===== src/rtl/hazard_ctrl.sv =====
// ID-stage hazard control: load-use stall, flow-change squash,
// registered bypass selects and halt drain tracking.
module hazard_ctrl #(
  parameter int NUM_RP   = 2,
  parameter int REG_AW   = 4,
  parameter int DEPTH    = 2,
  parameter int LD_STAGE = 1,
  parameter int FLUSH_N  = 2
) (
  input  logic                     clk,
  input  logic                     rst_n,
  input  logic                     id_valid,
  input  logic [NUM_RP-1:0]        id_re,
  input  logic [NUM_RP*REG_AW-1:0] id_raddr,
  input  logic                     id_we,
  input  logic [REG_AW-1:0]        id_waddr,
  input  logic                     id_ld,
  input  logic                     id_hlt,
  input  logic                     ex_flow_change,
  input  logic                     ex_we_kill,
  output logic                     stall_id,
  output logic                     squash,
  output logic [NUM_RP*DEPTH-1:0]  byp_sel,
  output logic                     hlt_wb
);

  localparam int CW = (FLUSH_N > 1) ? $clog2(FLUSH_N) : 1;
  localparam logic [CW-1:0] CNT_LD = CW'(FLUSH_N - 1);

  typedef struct packed {
    logic              we;
    logic [REG_AW-1:0] waddr;
    logic              ld;
  } wr_t;

  wr_t                     r_wr  [DEPTH];
  wr_t                     w_nxt [DEPTH];
  logic [CW-1:0]           r_cnt;
  logic                    r_hlt_seen;
  logic [DEPTH-1:0]        r_hlt_pipe;
  logic [NUM_RP*DEPTH-1:0] r_byp;
  logic [NUM_RP*DEPTH-1:0] w_byp;
  logic                    w_flush;
  logic                    w_lu;
  logic                    w_stall;
  logic                    w_squash;

  // Gating with rst_n keeps outputs quiet while reset is held.
  assign w_flush  = rst_n & (ex_flow_change | (r_cnt != '0));
  assign w_stall  = rst_n & ((w_lu & ~w_flush) | r_hlt_seen);
  assign w_squash = rst_n & (w_flush | w_lu | r_hlt_seen);

  assign stall_id = w_stall;
  assign squash   = w_squash;
  assign byp_sel  = r_byp;
  assign hlt_wb   = r_hlt_pipe[DEPTH-1];

  always_comb begin
    w_lu = 1'b0;
    for (int p = 0; p < NUM_RP; p++) begin
      for (int k = 0; k < DEPTH; k++) begin
        if (k < LD_STAGE && id_re[p] &&
            id_raddr[p*REG_AW +: REG_AW] != '0 &&
            r_wr[k].we && r_wr[k].ld &&
            r_wr[k].waddr == id_raddr[p*REG_AW +: REG_AW])
          w_lu = 1'b1;
      end
    end
  end

  // Scan from the oldest stage so the youngest match wins.
  always_comb begin
    w_byp = '0;
    for (int p = 0; p < NUM_RP; p++) begin
      for (int k = DEPTH - 1; k >= 0; k--) begin
        if (id_re[p] &&
            id_raddr[p*REG_AW +: REG_AW] != '0 &&
            r_wr[k].we &&
            r_wr[k].waddr == id_raddr[p*REG_AW +: REG_AW]) begin
          w_byp[p*DEPTH +: DEPTH] = '0;
          w_byp[p*DEPTH + k]      = 1'b1;
        end
      end
    end
  end

  always_comb begin
    w_nxt[0].we    = id_we & id_valid & ~w_squash;
    w_nxt[0].ld    = id_ld & id_valid & ~w_squash;
    w_nxt[0].waddr = id_waddr;
    for (int k = 1; k < DEPTH; k++) begin
      w_nxt[k] = r_wr[k-1];
      if (k == 1)
        w_nxt[k].we = r_wr[k-1].we & ~ex_we_kill;
    end
  end

  always_ff @(posedge clk or negedge rst_n) begin
    if (!rst_n) begin
      for (int k = 0; k < DEPTH; k++)
        r_wr[k] <= '0;
      r_byp <= '0;
    end else begin
      for (int k = 0; k < DEPTH; k++)
        r_wr[k] <= w_nxt[k];
      r_byp <= w_byp;
    end
  end

  always_ff @(posedge clk or negedge rst_n) begin
    if (!rst_n) begin
      r_cnt <= '0;
    end else if (ex_flow_change) begin
      r_cnt <= CNT_LD;
    end else if (r_cnt != '0) begin
      r_cnt <= r_cnt - 1'b1;
    end
  end

  always_ff @(posedge clk or negedge rst_n) begin
    if (!rst_n) begin
      r_hlt_seen <= 1'b0;
      r_hlt_pipe <= '0;
    end else begin
      if (id_valid & id_hlt & ~w_flush)
        r_hlt_seen <= 1'b1;
      r_hlt_pipe[0] <= r_hlt_seen;
      for (int k = 1; k < DEPTH; k++)
        r_hlt_pipe[k] <= r_hlt_pipe[k-1];
    end
  end

endmodule

===== config.mk =====
export PLATFORM = sky130hd
export DESIGN_NAME = hazard_ctrl
export DESIGN_NICKNAME = d
export VERILOG_FILES = /design/src/rtl/hazard_ctrl.sv
export SDC_FILE = /design/constraint.sdc
export NUM_CORES = 1
export LEC_CHECK = 0
export ABC_AREA = 1
export BUFFER_PORTS_ARGS = -buffer_cell sky130_fd_sc_hd__buf_2
export CAP_MARGIN = 20
export CORE_ASPECT_RATIO = 1.25
export CORE_MARGIN = 5
export CORE_UTILIZATION = 50
export DETAILED_ROUTE_END_ITERATION = 16
export GPL_TIMING_DRIVEN = 0
export PLACE_DENSITY = 0.86
export RECOVER_POWER = 100
export SETUP_SLACK_MARGIN = 0.05
export SLEW_MARGIN = 5
export SYNTH_ARGS = -nofsm -noshare
export SYNTH_HDL_FRONTEND = slang
export SYNTH_SLANG_ARGS = --single-unit

===== constraint.sdc =====
create_clock -name clk -period 3.6 [get_ports clk]
set_clock_uncertainty 0.1 [all_clocks]
set_input_delay 0.72 -clock clk [delete_from_list [all_inputs] [get_ports clk]]
set_output_delay 0.72 -clock clk [all_outputs]
set_load 0.01 [all_outputs]

# Yosys cells after proc, flatten, opt, wreduce, memory -nomap -nowiden
# Index checks and enable logic that the tools add are counted.
# Widths: inputs -> output; s select.
[totals]
regBits = 19
elab_cells = 56
output_inout_bits = 7
inputBits = 22
[classes]
reduce_logical = 16
muxes = 8
bitwise = 18
eq_ne = 4
addsub = 1
[ops]
columns = ["operator", "n"]
rows = [
  ["$eq 4x4->1", 4],
  ["$logic_and 1x1->1", 14],
  ["$and 1x1->1", 11],
  ["$mux 2", 4],
  ["$reduce_bool 4->1", 2],
  ["$mux 1", 4],
  ["$or 1x1->1", 4],
  ["$not 1->1", 3],
  ["$sub 1x1->1 const B", 1],
]

# Longest topological paths before layout
[logic_depth]
word_depth = 12
ltp_mapped = 9

# Least setup slack after synthesis
# No wires, ideal clock.
[synth_timing]
path_kind = "in2out"
from = "input port id_raddr[7]"
to = "output port stall_id"
arrival_ns = 1.381
slack_ns = 1.399
path_stages = 7
n_path_buf = 0
path_cell_list = "xnor2_1 > nand2_2 > nor2_2 > nand2_2 > nand2_1 > nand2_1 > a21oi_2"
[synth_between]
elab_chain_len = 9
elab_cells_between_ends = 10
cone_classes = "eq/ne (1); mux (1); bitwise (3); reduce/logical (5)"
[synth_lines]
columns = ["item", "line", "text"]
rows = [
  ["start: declaration", "14", "input logic [NUM_RP*REG_AW-1:0] id_raddr,"],
  ["$reduce_bool 4->1", "63", "id_raddr[p*REG_AW +: REG_AW] != '0 &&"],
  ["$logic_and 1x1->1", "62", "if (k < LD_STAGE && id_re[p] &&"],
  ["$logic_and 1x1->1", "63", ""],
  ["$logic_and 1x1->1", "64", "r_wr[k].we && r_wr[k].ld &&"],
  ["$logic_and 1x1->1 (*)", "64", ""],
  ["$mux 1 (*)", "62", ""],
  ["$and 1x1->1 (*)", "50", "assign w_stall = rst_n & ((w_lu & ~w_flush) | r_hlt_seen);"],
  ["$or 1x1->1 (*)", "50", ""],
  ["$and 1x1->1 (*)", "50", ""],
  ["end: declaration", "21", "output logic stall_id,"],
]
# Mark *: on every way between the ends. The rest lies on a longest branch, timed or not.

# Worst setup path after layout
[layout_timing]
from = "input port id_raddr[2]"
to = "output port stall_id"
[layout_between]
elab_chain_len = 10
elab_cells_between_ends = 11
cone_classes = "eq/ne (1); mux (2); bitwise (3); reduce/logical (5)"
[layout_lines]
columns = ["item", "line"]
rows = [
  ["$reduce_bool 4->1", "63"],
  ["$logic_and 1x1->1", "62"],
  ["$logic_and 1x1->1", "63"],
  ["$logic_and 1x1->1", "64"],
  ["$logic_and 1x1->1 (*)", "64"],
  ["$mux 1 (*) (2 in a row)", "62"],
  ["$and 1x1->1 (*)", "50"],
  ["$or 1x1->1 (*)", "50"],
  ["$and 1x1->1 (*)", "50"],
]
# Marked as above.

==> metrics.txt <==
post-synthesis sequential area ratio between 50% and 60%; Clock Latency Late Sink around 0.29 ns; met2 Use GR about a quarter; GRT Total Usage approximately 14%; Clock transition at path regs about 0.1 ns; layout cells sized above 1 approximately a quarter; Synth cell types 21; Avg Cell Area, Syn approximately 10 µm²; Avg WL per Cell 11.8 µm; worst slack, placed 1.06 ns; Leak slightly below 0.5 nW; RePlAce Congestion about 0.91; Mapped Nets 110; cts hold-fix bufs 0; Initial Utilization between 50% and 60%; DRC violations left 0; Peak Freq a little under 400 MHz; Worst VDD drop approximately 240 µV; Setup WS post-layout roughly 1.1 ns; first-pass GRT wire length about 2800 µm; Setup TNS 0 ns; Worst Path Max Fanout 3; DRT iter0 DRCs 5; headroom to the max-slew limit a little over two thirds; Yosys warnings 0; Core Rows 17; PD cells about 360 nW/µm²; # resized after CTS 0; DR vias 664; met1 Use GR between 15 and 20%; worst r2r src r_wr[9]; commonest cells after routing, fill and taps aside dfrtp_1, buf_2, nand2_1, xnor2_1, clkbuf_1; Buffers on Ports 28; First-pass DRT Iterations 3; startpoint types input port; core area about 1700 µm²; Critical Path RT 2.78 ns; FF-to-FF setup slack 2.31 ns; Area Overhead vs Synth 19.3%; max-capacitance violation count 0; CTS tree yes; Final ANT Viol Nets 0; antenna cells 0; Core Util, Final between 60% and 70%; clock buffer depth 2; status complete, no violations; Netlist Area Pre-Place between 800 and 900 µm²; FF-to-FF path depth 6; worst min-delay path class in2async; CP Class in2out; DIE WIDTH 47.8 µm; critical path data arrival time 1.73 ns; crit path time final between 2 and 3 ns; routed wire length about 1600 µm; # H-tree levels 1; Setup Viol. Count Final 0; worst hold slack 0.264 ns; final worst path period share between 70% and 80%; initial antenna violation count 0; CTS sink cnt 19; total gr overflow 0; Slew @ Worst Pin 0.459 ns; RSZ-0062 raised after global routing false; largest net degree at the start of global routing 24; GR Util met3 around 3.2%; commonest non-fill, non-tap cell in the layout dfrtp_1; CTS buffer count 3; Ports 29; grt peak-use layer met2; Setup crit end kind output port; fin area between 1000 and 1500 µm²; fin. max-slew vios 0; Yosys reg bits 19; die area roughly 2700 µm²; fin nets approximately 140; dpl cell area about 1100 µm²; Root Driver clkbuf_4; number of global-route vias before repair roughly 700; Synth Instances a little under 90; Final Hold Fails 0; overall die height between 50 and 60 µm; average vias per placed instance roughly 4.8; worst reg2reg path endpoint r_wr[6]; setup bufs post-CTS 0; hpwl dp between 1000 and 1500 µm
synthesized netlist by cell type:
cell type	instances	area share (%)
nor2_4	1	1.3
nand3_4	1	2.0
nor2_2	1	0.70
nand4_1	1	0.70
inv_2	1	0.42
o2111ai_1	2	2.0
nor3_2	1	1.1
nand2_1	16	6.7
nand3b_2	1	1.3
dfrtp_1	19	53
o211ai_1	1	0.84
a21oi_1	3	1.7
xnor2_1	12	12
inv_1	9	3.8
nand2_2	4	2.8
nand3_1	1	0.56
a21oi_2	1	0.98
nor3_1	3	1.7
xor2_1	1	0.98
nor2_1	8	3.4
nor2_8	1	2.2
critical path, stage by stage:
cell,delay (ns)
buf_2,0.12
xnor2_1,0.15
nand2_1,0.09
nor2_1,0.12
nand2_1,0.10
nand2_1,0.08
nand2_1,0.06
a21oi_2,0.12
clkbuf_1,0.16
cell families (layout without fill, tap and decap cells):
family	count (synthesis)	count (layout)	synth area share [%]
AO/OA/AOI/OAI	7	7	5.46
XOR/XNOR	13	13	12.7
buffers and inverters	10	42	4.20
flip-flops	19	19	53.2
AND/OR/NAND/NOR	39	39	24.4
registers in the layout (all words and copies together) (netlist names):
name        count
byp_sel         4
r_cnt           1
r_hlt_pipe      2
r_hlt_seen      1
r_wr           11
power breakdown:
group          switching [mW]  internal [mW]
Combinational          0.0287         0.0241
Clock                  0.0598         0.0430
Sequential            0.00610          0.220
Total                  0.0946          0.287
worst max-delay path by stage:
stage / from / endpoint / slack (ns) / cells past startpoint
global placement: id_raddr[7] / stall_id / 1.13 / 9
detailed placement: id_raddr[2] / stall_id / 1.06 / 9
global route: id_raddr[1] / stall_id / 0.86 / 10
CTS: id_raddr[2] / stall_id / 1.05 / 9
floorplan: id_raddr[7] / stall_id / 1.40 / 7
finish: id_raddr[2] / stall_id / 1.05 / 9
stage by stage:
step,cells,power (mW)
floorplan,88,0.258
global placement,135,0.284
detailed placement,135,0.285
CTS,139,0.389
global route,139,0.404
finish,139,0.381
layer usage:
layer / wire length [µm] / vias up / part of all wire [%]
met4: 26 / 0 / 1.6
met5: 0 / - / 0
met2: 877 / 21 / 54
li1: - / 342 / -
met3: 127 / 4 / 7.7
met1: 607 / 297 / 37
area by class of cell:
class,instances,area (µm²)
Clock buffer,4,26.3
Fill cell,169,678
Inverter,10,37.5
Multi-Input combinational cell,59,375
Sequential cell,19,475
Tap cell,19,23.8
Timing Repair Buffer,28,128
No activity file was read; power rests on OpenSTA's default activity.
